`src/rtl/unsigned_mul_8x8_ha_reduce_pkg.sv`:
```
// -----------------------------------------------------------------------------
// unsigned_mul_8x8_ha_reduce_pkg
// Shared constants and types for the 8x8 half-adder-array reduction block.
//   HA_B_W / HA_T_W : widths of one carry row (b) and one sum row (t)
//   HA_N            : number of upstream half-adder arrays
//   ROW_SHIFT       : weight step between b and t, and between adjacent arrays
//   GROUP_SHIFT     : weight step between the two stage-1 partial sums
//   A_W / S_W / P_W : widths of an array value, a stage-1 sum, the full sum
// -----------------------------------------------------------------------------
package unsigned_mul_8x8_ha_reduce_pkg;

   localparam int HA_B_W      = 7;
   localparam int HA_T_W      = 9;
   localparam int HA_N        = 4;
   localparam int ROW_SHIFT   = 2;
   localparam int GROUP_SHIFT = ROW_SHIFT + ROW_SHIFT;
   localparam int A_W         = 11;
   localparam int S_W         = 13;
   localparam int P_W         = 17;

   // One upstream half-adder array: carry row b (weight +2) and sum row t.
   typedef struct packed {
      logic [HA_B_W-1:0] b;
      logic [HA_T_W-1:0] t;
   } ha_pair_t;

endpackage

```
`src/rtl/unsigned_mul_8x8_ha_reduce_ha_row_value.sv`:
```
// -----------------------------------------------------------------------------
// ha_row_value
// Combinational value of one half-adder array: A = t + (b << ROW_SHIFT).
//   pair_i : {b, t} rows of one array
//   a_o    : array value, A_W bits (cannot overflow: max 511 + 508)
// -----------------------------------------------------------------------------
module ha_row_value
   import unsigned_mul_8x8_ha_reduce_pkg::*;
(
   input  ha_pair_t         pair_i,
   output logic [A_W-1:0]   a_o
);

   assign a_o = A_W'(pair_i.t) + (A_W'(pair_i.b) << ROW_SHIFT);

endmodule

```
`src/rtl/unsigned_mul_8x8_ha_reduce.sv`:
```
// -----------------------------------------------------------------------------
// unsigned_mul_8x8_ha_reduce
// Two-stage valid/ready pipeline that reduces four half-adder arrays of an
// 8x8 unsigned multiplier into the final product using only shifts and adds.
//   clk, rst_n               : clock, asynchronous active-low reset
//   in_valid / in_ready      : input handshake (in_ready independent of in_valid)
//   ha_array_k_b / _t        : carry (7b) and sum (9b) rows of array k = 0..3
//   out_valid / out_ready    : output handshake
//   product                  : P[15:0] of the 17-bit reduced sum
//   ovf                      : P[16]
//   result_cnt               : products consumed since reset, wraps at 16 bits
// Stage 1 holds S01 = A0 + (A1<<2) and S23 = A2 + (A3<<2); stage 2 holds
// P = S01 + (S23<<4).
// -----------------------------------------------------------------------------
module unsigned_mul_8x8_ha_reduce
   import unsigned_mul_8x8_ha_reduce_pkg::*;
#(
   parameter int OUT_W = 16
) (
   input  logic                clk,
   input  logic                rst_n,
   input  logic                in_valid,
   output logic                in_ready,
   input  logic [HA_B_W-1:0]   ha_array_0_b,
   input  logic [HA_B_W-1:0]   ha_array_1_b,
   input  logic [HA_B_W-1:0]   ha_array_2_b,
   input  logic [HA_B_W-1:0]   ha_array_3_b,
   input  logic [HA_T_W-1:0]   ha_array_0_t,
   input  logic [HA_T_W-1:0]   ha_array_1_t,
   input  logic [HA_T_W-1:0]   ha_array_2_t,
   input  logic [HA_T_W-1:0]   ha_array_3_t,
   output logic                out_valid,
   input  logic                out_ready,
   output logic [OUT_W-1:0]    product,
   output logic                ovf,
   output logic [15:0]         result_cnt
);

   ha_pair_t         pairs [HA_N];
   logic [A_W-1:0]   a_val [HA_N];

   logic             v1_q, v1_d, v2_q, v2_d;
   logic [S_W-1:0]   s01_q, s01_d, s23_q, s23_d;
   logic [P_W-1:0]   p_q, p_d;
   logic [15:0]      cnt_q, cnt_d;
   logic             load1, load2;

   assign pairs[0] = '{b: ha_array_0_b, t: ha_array_0_t};
   assign pairs[1] = '{b: ha_array_1_b, t: ha_array_1_t};
   assign pairs[2] = '{b: ha_array_2_b, t: ha_array_2_t};
   assign pairs[3] = '{b: ha_array_3_b, t: ha_array_3_t};

   for (genvar k = 0; k < HA_N; k++) begin : g_row
      ha_row_value u_row (
         .pair_i (pairs[k]),
         .a_o    (a_val[k])
      );
   end

   // Each stage advances when it is empty or its consumer is taking its data.
   assign load2    = !v2_q || out_ready;
   assign load1    = !v1_q || load2;
   assign in_ready = load1;

   always_comb begin
      // NOTE: every next-state signal gets a hold default first so no path
      // through this block leaves a variable unassigned (which would infer a latch).
      v1_d  = v1_q;
      s01_d = s01_q;
      s23_d = s23_q;
      v2_d  = v2_q;
      p_d   = p_q;
      cnt_d = cnt_q;

      if (load1) begin
         v1_d = in_valid;
         // Data only captured when valid; a bubble leaves stale data behind v1=0.
         if (in_valid) begin
            s01_d = S_W'(a_val[0]) + (S_W'(a_val[1]) << ROW_SHIFT);
            s23_d = S_W'(a_val[2]) + (S_W'(a_val[3]) << ROW_SHIFT);
         end
      end

      if (load2) begin
         v2_d = v1_q;
         if (v1_q) begin
            p_d = P_W'(s01_q) + (P_W'(s23_q) << GROUP_SHIFT);
         end
      end

      if (v2_q && out_ready) begin
         cnt_d = cnt_q + 16'd1;
      end
   end

   // NOTE: state registers use non-blocking assignments so every flop samples
   // the pre-edge values; the datapath is cleared too so outputs read 0 in reset.
   always_ff @(posedge clk or negedge rst_n) begin
      if (!rst_n) begin
         v1_q  <= 1'b0;
         s01_q <= '0;
         s23_q <= '0;
         v2_q  <= 1'b0;
         p_q   <= '0;
         cnt_q <= '0;
      end else begin
         v1_q  <= v1_d;
         s01_q <= s01_d;
         s23_q <= s23_d;
         v2_q  <= v2_d;
         p_q   <= p_d;
         cnt_q <= cnt_d;
      end
   end

   assign out_valid  = v2_q;
   assign product    = p_q[OUT_W-1:0];
   assign ovf        = p_q[P_W-1];
   assign result_cnt = cnt_q;

endmodule

```
`config.mk`:
```
export PLATFORM = sky130hd
export DESIGN_NAME = unsigned_mul_8x8_ha_reduce
export DESIGN_NICKNAME = d
export VERILOG_FILES = /design/src/rtl/unsigned_mul_8x8_ha_reduce_pkg.sv /design/src/rtl/unsigned_mul_8x8_ha_reduce_ha_row_value.sv /design/src/rtl/unsigned_mul_8x8_ha_reduce.sv
export SDC_FILE = /design/constraint.sdc
export NUM_CORES = 1
export LEC_CHECK = 0
export CAP_MARGIN = 20
export CELL_PAD_IN_SITES_DETAIL_PLACEMENT = 0
export CELL_PAD_IN_SITES_GLOBAL_PLACEMENT = 1
export CORE_MARGIN = 5
export CORE_UTILIZATION = 42
export DETAILED_ROUTE_END_ITERATION = 8
export PLACE_DENSITY_LB_ADDON = 0.1
export SLEW_MARGIN = 20
export SYNTH_ARGS = -nofsm -noshare
export SYNTH_HDL_FRONTEND = slang
export SYNTH_SLANG_ARGS = --single-unit
```
`constraint.sdc`:
```
create_clock -name clk -period 6.29 [get_ports clk]
set_clock_uncertainty 0.05 [all_clocks]
set_input_delay 1.258 -clock clk [delete_from_list [all_inputs] [get_ports clk]]
set_output_delay 1.258 -clock clk [all_outputs]
set_load 0.005 [all_outputs]
```
# After elaboration in Yosys (flattened, before gate mapping)
# Cells that the tools add are included.
[word_totals] reg_bits=61 input_bits=68 output_inout_bits=35
[op_classes] add_sub_neg=8 reduce_logical=7
[ops] op="$add 9x9->10" n=4
[ops] op="$add 11x13->13" n=2
[ops] op="$add 13x17->17" n=1
[ops] op="$add 16x1->16 const B" n=1
[ops] op="$reduce_and 2->1" n=2
[ops] op="$logic_not 1->1" n=2
[ops] op="$logic_or 1x1->1" n=2
[ops] op="$logic_and 1x1->1" n=1

# Depth between registers and ports, before layout
# Gate-level depths: netlist (run 1).
[depth] depth_word=4 mapped_depth=14 mapped_depth_nobuf=14

# Modules after synthesis
# From an unflattened synthesis (run 1), not the netlist that was laid out.
[hier_totals] hier_cells=570 hier_area_um2=4916.0
[modules_own_cells] module="unsigned_mul_8x8_ha_reduce" instances=1 cells_each=405 area_per_inst_um2=3674.8 seq_area_each_um2=1526.5
[modules_own_cells] module="ha_row_value (g_row[0].u_row ...)" instances=3 cells_each=41 area_per_inst_um2=312.8 seq_area_each_um2=0.0
[modules_own_cells] module="ha_row_value (g_row[2].u_row)" instances=1 cells_each=42 area_per_inst_um2=302.8 seq_area_each_um2=0.0

# Worst setup path before layout (run 1)
# Ideal clock, no wire load.
[synth_path] kind="input to register" from="in ha_array_0_b[0]" to="reg s01_q[11]" setup_ns=0.125 arrival_ns=3.733 t_required_ns=6.115 setup_slack_ns=2.382 path_stages=14 path_buffers=0 cell_sequence="ha_1 > fa_1 > a21oi_1 > nor2_1 > nor2_1 > o21bai_1 > a21oi_1 > xnor2_1 > ha_1 > a21o_1 > a21o_2 > o21a_1 > xnor2_1 > mux2_2"
[synth_via] elab_chain_len=2
[synth_rtl] element="start, declared" line_no="unsigned_mul_8x8_ha_reduce.sv:24" text="input logic [HA_B_W-1:0] ha_array_0_b,"
[synth_rtl] element="$add 9x9->10" line_no="unsigned_mul_8x8_ha_reduce_ha_row_value.sv:14" text="assign a_o = A_W'(pair_i.t) + (A_W'(pair_i.b) << ROW_SHIFT);"
[synth_rtl] element="$add 11x13->13" line_no="unsigned_mul_8x8_ha_reduce.sv:79" text="s01_d = S_W'(a_val[0]) + (S_W'(a_val[1]) << ROW_SHIFT);"
[synth_rtl] element="end signal, assigned" line_no="unsigned_mul_8x8_ha_reduce.sv:101" text="s01_q <= '0;"
[synth_rtl] element="end signal, assigned" line_no="unsigned_mul_8x8_ha_reduce.sv:108" text="s01_q <= s01_d;"
[synth_rtl] element="end, declared" line_no="unsigned_mul_8x8_ha_reduce.sv:43" text="logic [S_W-1:0] s01_q, s01_d, s23_q, s23_d;"
# No other way between the ends.
# A chain may end at the register's enable or synchronous reset.

# Final worst setup path (run 1)
# Same ends and word-level chain as after synthesis.

==> run_results.csv, run 1 <==
group,metric,value,unit
floorplan,row_count,37,
worst_setup_path,cpPeakStageDelay,0.40,ns
drt,avgViaCountPerCell,4.96,
clock_tree,cts_setup_buffers,0,
drt,drtIter0Drc,147,
worst_setup_path,cp-start-kind,"input pin",
run,maxCapViolCount,0,
hold_path,hold_path.class,"reg -> reg",
clock_tree,holdBufCountCts,0,
drt,wl_met1,4200,µm
logic_synthesis,ys_types,50,
clock_tree,clk_pin_slew,0.06,ns
clock_tree,clock_latency,0.33,ns
floorplan,die_x,112,µm
sta,fin_setup_tns,0,ns
clock_tree,cts_tree,"done",
floorplan,die_y,112,µm
pwr,leakagePower,2.55,nW
layout,seqCellArea,0.00153,mm²
worst_setup_path,cp_cell_sequence,"clkdlybuf4s50_1 > ha_1 > fa_1 > a21oi_1 > nor2_1 > nor2_1 > o21bai_1 > a21oi_1 > xnor2_1 > ha_1 > a21o_1 > a21o_2 > o21a_1 > xnor2_1 > mux2_2",
layout,fill_cells,958,
sta,slew_headroom,40.3,%
drt,detail-route-antenna-nets,0,
worst_setup_path,crit_required,6.46,ns
pwr,peakVddDrop,0.167,mV
status,status,"complete, no violations",
clock_tree,cts-root-buf,"clkbuf_8",
drt,wire_per_inst,12.3,µm
worst_setup_path,regToRegSetupSlack,4.02,ns
layout,fin_nets,697,
logic_synthesis,ys_seq_area_share,34.7,%
clock_tree,cts.sinks,61,
sta,rsz0062_at_grt,"false",
logic_synthesis,ys.warnings.count,0,
placed_design,place_congestion,0.741,
clock_tree,htree_levels,3,
pwr,power.density,319,mW/mm²
hold_path,hold_path_depth,1,
grt,grt_pass1_vias,3518,
worst_setup_path,crit_arrival,4.31,ns
layout,area_growth,30.7,%
worst_setup_path,worstSetupPathType,"in -> reg",
grt,grt_pass1_wl,15400,µm
floorplan,initial_core_util,42.9,%
drt,dr_total_vias,3514,
drt,dr_wl_met3,482,µm
sta,setup_viol_count_final,0,
worst_setup_path,slowest_stage,"clkdlybuf4s50_1",
hold_path,min_to,"result_cnt[15]$_DFFE_PN0P_",
sta,period_share,65.8,%
logic_synthesis,synth_nets,590,
layout,drive_gt1_share,3.66,%
sta,drv_slew,0,
clock_tree,cts_buffers,9,
pwr,power,1.84,mW
grt,track_usage,14.5,%
logic_synthesis,yosysTopAreaCell,"dfrtp_1",
sta,fin_crit,4.14,ns
logic_synthesis,ys_top_cells_by_area,"dfrtp_1 (35%), ha_1 (15%), xnor2_1 (6.8%), nand2_1 (5.5%), xor2_1 (3.8%)",
layout,antenna_cells,0,
logic_synthesis,synth_common_cells,"nand2_1 (65), dfrtp_1 (61), ha_1 (54)",
worst_setup_path,worstReg2RegStart,"s01_q[5]$_DFFE_PN0P_",
logic_synthesis,ys.flop_type,"dfrtp_1",
grt,antenna_found_initial,0,
logic_synthesis,ys_async_sr_fraction,100,%
logic_synthesis,synth_area,0.00440,mm²
placed_design,dp_hpwl,7160,µm
floorplan,core,0.0103,mm²
drt,drcViolationCount,0,
worst_setup_path,crit_family,"adder cells",
drt,routed.top_layer,"met4",
placed_design,io_buffers,102,
sta,worst_pin_slew,0.893,ns
worst_setup_path,ff2ff_path_depth,7,
grt,grt_max_degree,62,
clock_tree,post_cts_resized,0,
worst_setup_path,r2r-end,"p_q[15]$_DFFE_PN0P_",
sta,max_freq,0.242,GHz
logic_synthesis,synth_top_area_share,34.7,%
logic_synthesis,synth-edff-count,0,
logic_synthesis,syn_avg_cell_area,9.55,µm²
worst_setup_path,worst-path-max-fanout,5,
drt,wirelength,8690,µm
floorplan,die-area,0.0126,mm²
layout,multi_input_area,0.00280,mm²
clock_tree,ctsLongestPathBuffers,2,
worst_setup_path,endpoint_kind,"register",
hold_path,hold_path.startpoint,"result_cnt[15]$_DFFE_PN0P_",
logic_synthesis,syn_inst,461,
worst_setup_path,crit_buf_inv,1,
sta,hold_viol,0,
drt,drtPass1Iterations,4,
drt,routed-wl-met2,3870,µm
logic_synthesis,yosysMostFrequentCell,"nand2_1",
grt,gr-total-overflow,0,
logic_synthesis,synth.ff_latch_count,61,
floorplan,pin_count,103,
## per-layer routing
layer	global-route usage, %	vias to the layer above
li1	-	1856
met1	19.4	1572
met2	22.8	77
met3	3.40	9
met4	5.53	0
met5	0	-
## stage by stage
| step | hold WS [ns] | std cells | area [µm²] | utilization [%] | worst slack [ns] |
|---|---|---|---|---|---|
| 3_3_place_gp | 0.398 | 693 | 5570 | 54.2 | 1.84 |
| 2_1_floorplan | 0.385 | 461 | 4400 | - | 2.38 |
| 3_5_place_dp | 0.404 | 693 | 5570 | 54.2 | 1.80 |
| 4_1_cts | 0.420 | 709 | 5760 | 56.0 | 2.17 |
| 6_report | 0.415 | 709 | 5760 | 56.0 | 2.15 |
| 5_1_grt | 0.437 | 709 | 5760 | 56.0 | 2.00 |
## state kept, by name, summed over array words and instances, names as in the netlist
signal	flops
p_q	17
result_cnt	16
s01_q	13
s23_q	13
out_valid	1
v1_q	1
## cells in the final DEF, fill, tap and decap left out, drive strengths merged, types with 7 or more instances in the layout
cell             n
nand2b           9
clkdlybuf4s50  101
xor2            19
dfrtp           61
mux2            10
nand2           66
ha              54
fa               7
a21o            13
a21oi           29
nor2b            7
nor2            18
o21a            13
o21ai           38
clkbuf          15
inv             13
xnor2           34
## cells by family after synthesis
family / share of synthesized area (%)
simple gates: 14.5
mux: 2.56
buf+inv: 1.70
compound gates: 17.5
flops: 34.7
xor+xnor: 10.5
fa+ha+maj: 18.5
## worst max-delay path by stage
stage                          startpoint                     to  slack, ns  cells after the start
after CTS                 ha_array_0_b[0]  s01_q[11]$_DFFE_PN0P_       2.17                     15
after global placement    ha_array_0_b[0]  s01_q[11]$_DFFE_PN0P_       1.84                     15
after detailed placement  ha_array_0_b[0]  s01_q[11]$_DFFE_PN0P_       1.80                     15
final                     ha_array_0_b[0]  s01_q[11]$_DFFE_PN0P_       2.15                     15
after floorplan           ha_array_0_b[0]  s01_q[11]$_DFFE_PN0P_       2.38                     14
after global routing      ha_array_0_b[0]  s01_q[11]$_DFFE_PN0P_       2.00                     15
## power by group
part	switching (mW)	total [mW]	internal (mW)
clock network	0.137	0.332	0.195
logic	0.419	0.893	0.475
registers	0.0932	0.612	0.519
total	0.649	1.84	1.19
## area by class of cell
type                       instances  area share (%)
timing repair buffer             103            17.8
multi-input combinational        380            48.7
clock buffer                      15            2.72
clock inverter                     1           0.522
sequential                        61            26.5
tap                              136            2.96
inverter                          13           0.847
No activity file was read; power rests on OpenSTA's default activity.
==> inputs of run 2 (changes only) <==
--- a/config.mk
+++ b/config.mk
@@ -9,7 +9,7 @@
 export CELL_PAD_IN_SITES_DETAIL_PLACEMENT = 0
 export CELL_PAD_IN_SITES_GLOBAL_PLACEMENT = 1
 export CORE_MARGIN = 5
-export CORE_UTILIZATION = 42
+export CORE_UTILIZATION = 35
 export DETAILED_ROUTE_END_ITERATION = 8
 export PLACE_DENSITY_LB_ADDON = 0.1
 export SLEW_MARGIN = 20
==> constraint.sdc (replaced) <==
create_clock -name clk -period 3.7 [get_ports clk]
set_clock_uncertainty 0.05 [all_clocks]
set_input_delay 0.74 -clock clk [delete_from_list [all_inputs] [get_ports clk]]
set_output_delay 0.74 -clock clk [all_outputs]
set_load 0.005 [all_outputs]
==> run 2 against run 1 <==
  * Global-route usage fell by 1.7 points
  * Clock power rose to 3.0 times the previous value
  * Setup slack worse by 2.0 ns
  * Cell area is 5.8% higher
  * Combinational power grew 77%
  * Cell count grew 7.2%
  * Via count rose by 0.40%
  * Die area increased by 18%
  * Routed wire length grew 3.7%
  * Sequential power up 70%
  * Largest power group unchanged
==> run_results.csv, run 2 (same netlist as run 1, synthesis figures left out) <==
group,metric,value,unit
worst_setup_path,critPathLaunch,"ha_array_0_b[0]",
worst_setup_path,worstSetupPathType,"in -> reg",
sta,worst_pin_slew,0.909,ns
clock_tree,clk_pin_slew,0.05,ns
floorplan,pin_count,103,
worst_setup_path,ff2ff_path_depth,7,
worst_setup_path,crit_required,3.86,ns
worst_setup_path,crit_arrival,3.67,ns
pwr,p_sw,1.17,mW
layout,fin_nets,712,
pwr,swShare,32.3,%
hold_path,min_to,"p_q[2]$_DFFE_PN0P_",
placed_design,dp_hpwl,7440,µm
grt,track_usage,12.8,%
status,status,"complete, no violations",
layout,largest_register,"p_q",
layout,mostFrequentLayoutCells,"clkdlybuf4s50_1 (101), nand2_1 (65), dfrtp_1 (61), ha_1 (54), xnor2_1 (34)",
grt,antenna_found_initial,0,
floorplan,row_count,41,
clock_tree,ctsLongestPathBuffers,2,
floorplan,die_y,122,µm
layout,antenna_cells,0,
layout,drive_gt1_share,6.97,%
sta,fin_hold_ws,0.413,ns
pwr,p_clk_share,27.4,%
pwr,p_seq_share,28.9,%
floorplan,die_x,122,µm
layout,finalInstanceArea,0.00609,mm²
worst_setup_path,cp-start-kind,"input pin",
pwr,peakVddDrop,0.245,mV
pwr,power,3.61,mW
worst_setup_path,regToRegSetupSlack,1.40,ns
layout,final_common_cell,"clkdlybuf4s50_1",
grt,gr-total-overflow,0,
drt,wirelength,9000,µm
grt,grt_max_degree,62,
placed_design,place_congestion,0.725,
worst_setup_path,worst-path-max-fanout,2,
hold_path,hold_path_depth,2,
pwr,combPwrFrac,43.7,%
hold_path,hold_path.class,"reg -> reg",
sta,drv_slew,0,
sta,setup_viol_count_final,0,
clock_tree,cts_setup_buffers,0,
worst_setup_path,r2r-end,"p_q[15]$_DFFE_PN0P_",
drt,detail-route-antenna-nets,0,
clock_tree,cts_buffers,9,
sta,period_share,94.8,%
drt,drcViolationCount,0,
sta,hold_viol,0,
clock_tree,cts.sinks,61,
clock_tree,clock_latency,0.32,ns
sta,fin_crit,3.51,ns
sta,slew_headroom,39.2,%
drt,avgViaCountPerCell,4.64,
floorplan,initial_core_util,35.3,%
pwr,leakagePower,2.70,nW
placed_design,io_buffers,102,
grt,grt_pass1_vias,3571,
placed_design,placed_area,0.00573,mm²
clock_tree,cts_tree,"done",
pwr,internal_power,2.44,mW
worst_setup_path,worstReg2RegStart,"s01_q[5]$_DFFE_PN0P_",
floorplan,core,0.0125,mm²
drt,drtIter0Drc,92,
drt,drtPass1Iterations,4,
clock_tree,htree_levels,3,
worst_setup_path,endpoint_kind,"register",
layout,largest_register_ffs,17,
clock_tree,cts-root-buf,"clkbuf_16",
layout,area_growth,38.4,%
sta,rsz0062_at_grt,"false",
sta,max_freq,0.285,GHz
sta,fin_setup_tns,0,ns
drt,wire_per_inst,11.8,µm
run,maxCapViolCount,0,
hold_path,hold_path.startpoint,"s01_q[2]$_DFFE_PN0P_",
clock_tree,holdBufCountCts,0,
floorplan,die-area,0.0149,mm²
grt,grt_pass1_wl,15700,µm
pwr,power.density,592,mW/mm²
drt,dr_total_vias,3528,
## run 2: cell types whose count changed in the layout (fill, tap and decap cells not counted), sizes merged
cell    delta
clkbuf     -2
buf       +15
bufinv     +2
## run 2: power groups by stage
stage	Sequential (mW)	Clock (mW)	Combinational, mW
after global placement	1.05	0	1.57
final	1.04	0.991	1.58
after global routing	1.08	1.04	1.80
after CTS	1.05	1.01	1.60
after detailed placement	1.06	0	1.59
after floorplan	1.03	0	1.02
## run 2: critical path, cell delays in order
cell and delay, ns:
clkdlybuf4s50_1 0.40, ha_1 0.22, fa_1 0.38, a21oi_1 0.14, nor2_1 0.05, nor2_1 0.12
o21bai_1 0.07, a21oi_1 0.17, xnor2_1 0.15, ha_1 0.27, a21o_1 0.20, a21o_2 0.21
o21a_1 0.17, xnor2_1 0.12, mux2_2 0.26
## run 2: final cells by class
| cell class | count | area (µm²) |
|---|---|---|
| clock buffer | 13 | 270 |
| multi-input combinational | 380 | 2810 |
| fill | 1187 | 6370 |
| timing repair buffer | 118 | 1140 |
| clock inverter | 3 | 90.1 |
| inverter | 13 | 48.8 |
| tap | 172 | 215 |
| sequential | 61 | 1530 |
## run 2: stage by stage
step / worst slack, ns / utilization [%] / instances
after floorplan: 0.310 / - / 461
after global placement: -0.136 / 46.0 / 744
after detailed placement: -0.154 / 46.0 / 744
after CTS: 0.168 / 48.9 / 760
after global routing: 0.0348 / 48.9 / 760
final: 0.191 / 48.9 / 760
## run 2: metal layers
metal  vias to the layer above  global-route usage, %  wire, µm
met5                         -                      0         0
met4                         0                   4.20       115
met3                         7                   2.74       427
met2                        76                   20.5      3890
met1                      1555                   17.2      4570
li1                       1890                      -         -
## run 2: how the worst max path moves through the flow
| stage | to | slack (ns) | cells after the start |
|---|---|---|---|
| 2_1_floorplan | s01_q[11]$_DFFE_PN0P_ | 0.31 | 14 |
| 3_3_place_gp | s01_q[11]$_DFFE_PN0P_ | -0.14 | 15 |
| 3_5_place_dp | s01_q[11]$_DFFE_PN0P_ | -0.15 | 15 |
| 4_1_cts | s01_q[11]$_DFFE_PN0P_ | 0.17 | 15 |
| 5_1_grt | s23_q[12]$_DFFE_PN0P_ | 0.03 | 13 |
| 6_report | s01_q[11]$_DFFE_PN0P_ | 0.19 | 15 |
## run 2: what timing repair did
| action | CTS | global route |
|---|---|---|
| gates resized for setup | 0 | 1 |
| hold endpoints to repair | 0 | 0 |
| endpoints found under the setup margin | 0 | 1 |
==> inputs of run 3 (changes only) <==
--- a/config.mk
+++ b/config.mk
@@ -9,7 +9,7 @@
 export CELL_PAD_IN_SITES_DETAIL_PLACEMENT = 0
 export CELL_PAD_IN_SITES_GLOBAL_PLACEMENT = 1
 export CORE_MARGIN = 5
-export CORE_UTILIZATION = 35
+export CORE_UTILIZATION = 42
 export DETAILED_ROUTE_END_ITERATION = 8
 export PLACE_DENSITY_LB_ADDON = 0.1
 export SLEW_MARGIN = 20
==> constraint.sdc (replaced) <==
create_clock -name clk -period 4.55 [get_ports clk]
set_clock_uncertainty 0.05 [all_clocks]
set_input_delay 0.91 -clock clk [delete_from_list [all_inputs] [get_ports clk]]
set_output_delay 0.91 -clock clk [all_outputs]
set_load 0.005 [all_outputs]
==> run 3 against run 2 <==
  * Cell area decreased by 5.2%
  * Clock power decreased by 49%
  * Sequential share of layout area increased by 1.4 points
  * Combinational power decreased by 22%
  * Critical path depth unchanged
  * Routed wire length decreased by 4.1%
  * Worst hold slack improved by 0.0046 ns
  * Total power decreased by 28%
  * Highest routed layer unchanged
  * Largest cell class unchanged
  * Largest power group unchanged
==> run_results.csv, run 3 (same netlist as run 1, synthesis figures left out) <==
group,metric,value,unit
floorplan,die-area,0.0126,mm²
drt,drcViolationCount,0,
drt,wirelength,8640,µm
grt,grt_max_degree,44,
sta,worst_pin_slew,0.880,ns
clock_tree,ctsLongestPathBuffers,2,
worst_setup_path,cp-start-kind,"input pin",
clock_tree,clock_latency,0.33,ns
floorplan,pin_count,103,
layout,area_growth,31.2,%
sta,setup_viol_count_final,0,
clock_tree,holdBufCountCts,0,
worst_setup_path,critPathLaunch,"ha_array_0_b[0]",
floorplan,die_x,112,µm
floorplan,row_count,37,
layout,drive_gt1_share,4.19,%
placed_design,place_congestion,0.746,
worst_setup_path,endpoint_kind,"register",
worst_setup_path,worst-path-max-fanout,5,
drt,dr_total_vias,3504,
clock_tree,clk_pin_slew,0.07,ns
clock_tree,cts_tree,"done",
grt,grt_pass1_wl,15500,µm
placed_design,dp_hpwl,7250,µm
clock_tree,cts.sinks,61,
worst_setup_path,slowest_stage,"clkdlybuf4s50_1",
sta,drv_slew,0,
floorplan,core,0.0103,mm²
grt,track_usage,14.5,%
layout,largest_register,"p_q",
layout,antenna_cells,0,
drt,avgViaCountPerCell,4.94,
worst_setup_path,worstReg2RegStart,"s01_q[5]$_DFFE_PN0P_",
sta,slew_headroom,41.2,%
worst_setup_path,crit_arrival,3.95,ns
drt,drtIter0Drc,126,
worst_setup_path,ff2ff_path_depth,7,
layout,largest_register_ffs,17,
floorplan,initial_core_util,42.9,%
worst_setup_path,cpPeakStageDelay,0.40,ns
layout,mostFrequentLayoutCells,"clkdlybuf4s50_1 (101), nand2_1 (65), dfrtp_1 (61), ha_1 (54), xnor2_1 (34)",
drt,wire_per_inst,12.2,µm
clock_tree,cts-root-buf,"clkbuf_8",
sta,fin_crit,3.78,ns
status,status,"complete, no violations",
grt,gr-total-overflow,0,
worst_setup_path,crit_family,"compound AO/OA/AOI/OAI gates",
placed_design,io_buffers,102,
sta,period_share,83.2,%
worst_setup_path,r2r-end,"p_q[15]$_DFFE_PN0P_",
worst_setup_path,crit_cells,15,
sta,fin_setup_tns,0,ns
pwr,peakVddDrop,0.210,mV
clock_tree,post_cts_resized,0,
hold_path,hold_path.class,"reg -> reg",
layout,final_common_cell,"clkdlybuf4s50_1",
worst_setup_path,cp-endpoint,"s01_q[11]$_DFFE_PN0P_",
pwr,leakagePower,2.56,nW
pwr,power.density,447,mW/mm²
drt,detail-route-antenna-nets,0,
worst_setup_path,cp_cell_sequence,"clkdlybuf4s50_1 > ha_1 > fa_1 > a21oi_1 > nor2_1 > nor2_1 > o21bai_1 > a21oi_1 > xnor2_1 > ha_1 > a21o_1 > a21o_2 > o21a_1 > xnor2_1 > mux2_2",
grt,antenna_found_initial,0,
run,maxCapViolCount,0,
worst_setup_path,crit_buf_inv,1,
layout,final_cells,709,
clock_tree,cts_setup_buffers,0,
clock_tree,cts_buffers,9,
worst_setup_path,regToRegSetupSlack,2.27,ns
clock_tree,htree_levels,3,
placed_design,place_inst,693,
sta,hold_viol,0,
grt,grt_pass1_vias,3566,
floorplan,die_y,112,µm
drt,drtPass1Iterations,5,
worst_setup_path,crit_required,4.72,ns
sta,rsz0062_at_grt,"false",
worst_setup_path,worstSetupPathType,"in -> reg",
sta,max_freq,0.264,GHz
layout,fin_nets,697,
## run 3: cell count changes in the layout (fill, tap and decap cells not counted), sizes merged
| cell | previous run | this run |
|---|---|---|
| buf | 17 | 2 |
| bufinv | 3 | 2 |
| clkbuf | 13 | 11 |
| clkinv | 0 | 3 |
## run 3: layer usage
metal | vias to the layer above | part of all wire, % | track usage (%)
met5 | - | 0 | 0
li1 | 1855 | - | -
met3 | 9 | 5.1 | 3.34
met1 | 1557 | 49 | 19.0
met4 | 0 | 1.1 | 4.57
met2 | 83 | 45 | 23.8
## run 3: worst min-delay path by stage
| stage | from | end | slack (ns) | depth (start not counted) |
|---|---|---|---|---|
| 2_1_floorplan | s01_q[0]$_DFFE_PN0P_ | p_q[0]$_DFFE_PN0P_ | 0.38 | 2 |
| 3_5_place_dp | s01_q[3]$_DFFE_PN0P_ | p_q[3]$_DFFE_PN0P_ | 0.41 | 2 |
| 4_1_cts | s01_q[3]$_DFFE_PN0P_ | p_q[3]$_DFFE_PN0P_ | 0.42 | 2 |
| 3_3_place_gp | s01_q[1]$_DFFE_PN0P_ | p_q[1]$_DFFE_PN0P_ | 0.40 | 2 |
| 6_report | s01_q[3]$_DFFE_PN0P_ | p_q[3]$_DFFE_PN0P_ | 0.42 | 2 |
| 5_1_grt | p_q[2]$_DFFE_PN0P_ | p_q[2]$_DFFE_PN0P_ | 0.44 | 2 |
## run 3: report_power, final
group	leakage, nW	switching [mW]	internal (mW)
sequential	0.761	0.128	0.717
clock	0.107	0.200	0.306
combinational	1.69	0.574	0.656
total	2.56	0.902	1.68
## run 3: metrics by stage
stage / setup WS, ns / area (µm²) / hold WS (ns) / power, mW / util, %
2_1_floorplan: 0.990 / 4400 / 0.385 / 1.67 / -
3_3_place_gp: 0.451 / 5570 / 0.398 / 2.08 / 54.2
3_5_place_dp: 0.418 / 5570 / 0.406 / 2.11 / 54.2
4_1_cts: 0.777 / 5780 / 0.421 / 2.62 / 56.2
5_1_grt: 0.643 / 5780 / 0.437 / 2.83 / 56.2
6_report: 0.766 / 5780 / 0.418 / 2.58 / 56.2
## run 3: worst reg2reg max path, stage by stage, from the launching register on
cell	delay (ns)
dfrtp_1	0.41
ha_1	0.30
a21o_1	0.18
a21oi_1	0.21
o21ai_1	0.17
a221oi_1	0.51
nor3_1	0.09
o31a_1	0.25
## run 3: final cells by class
class	instances	area, µm²
timing repair buffer	103	1020
fill	970	4500
inverter	13	48.8
clock buffer	11	131
clock inverter	5	75.1
multi-input combinational	380	2800
tap	136	170
sequential	61	1530
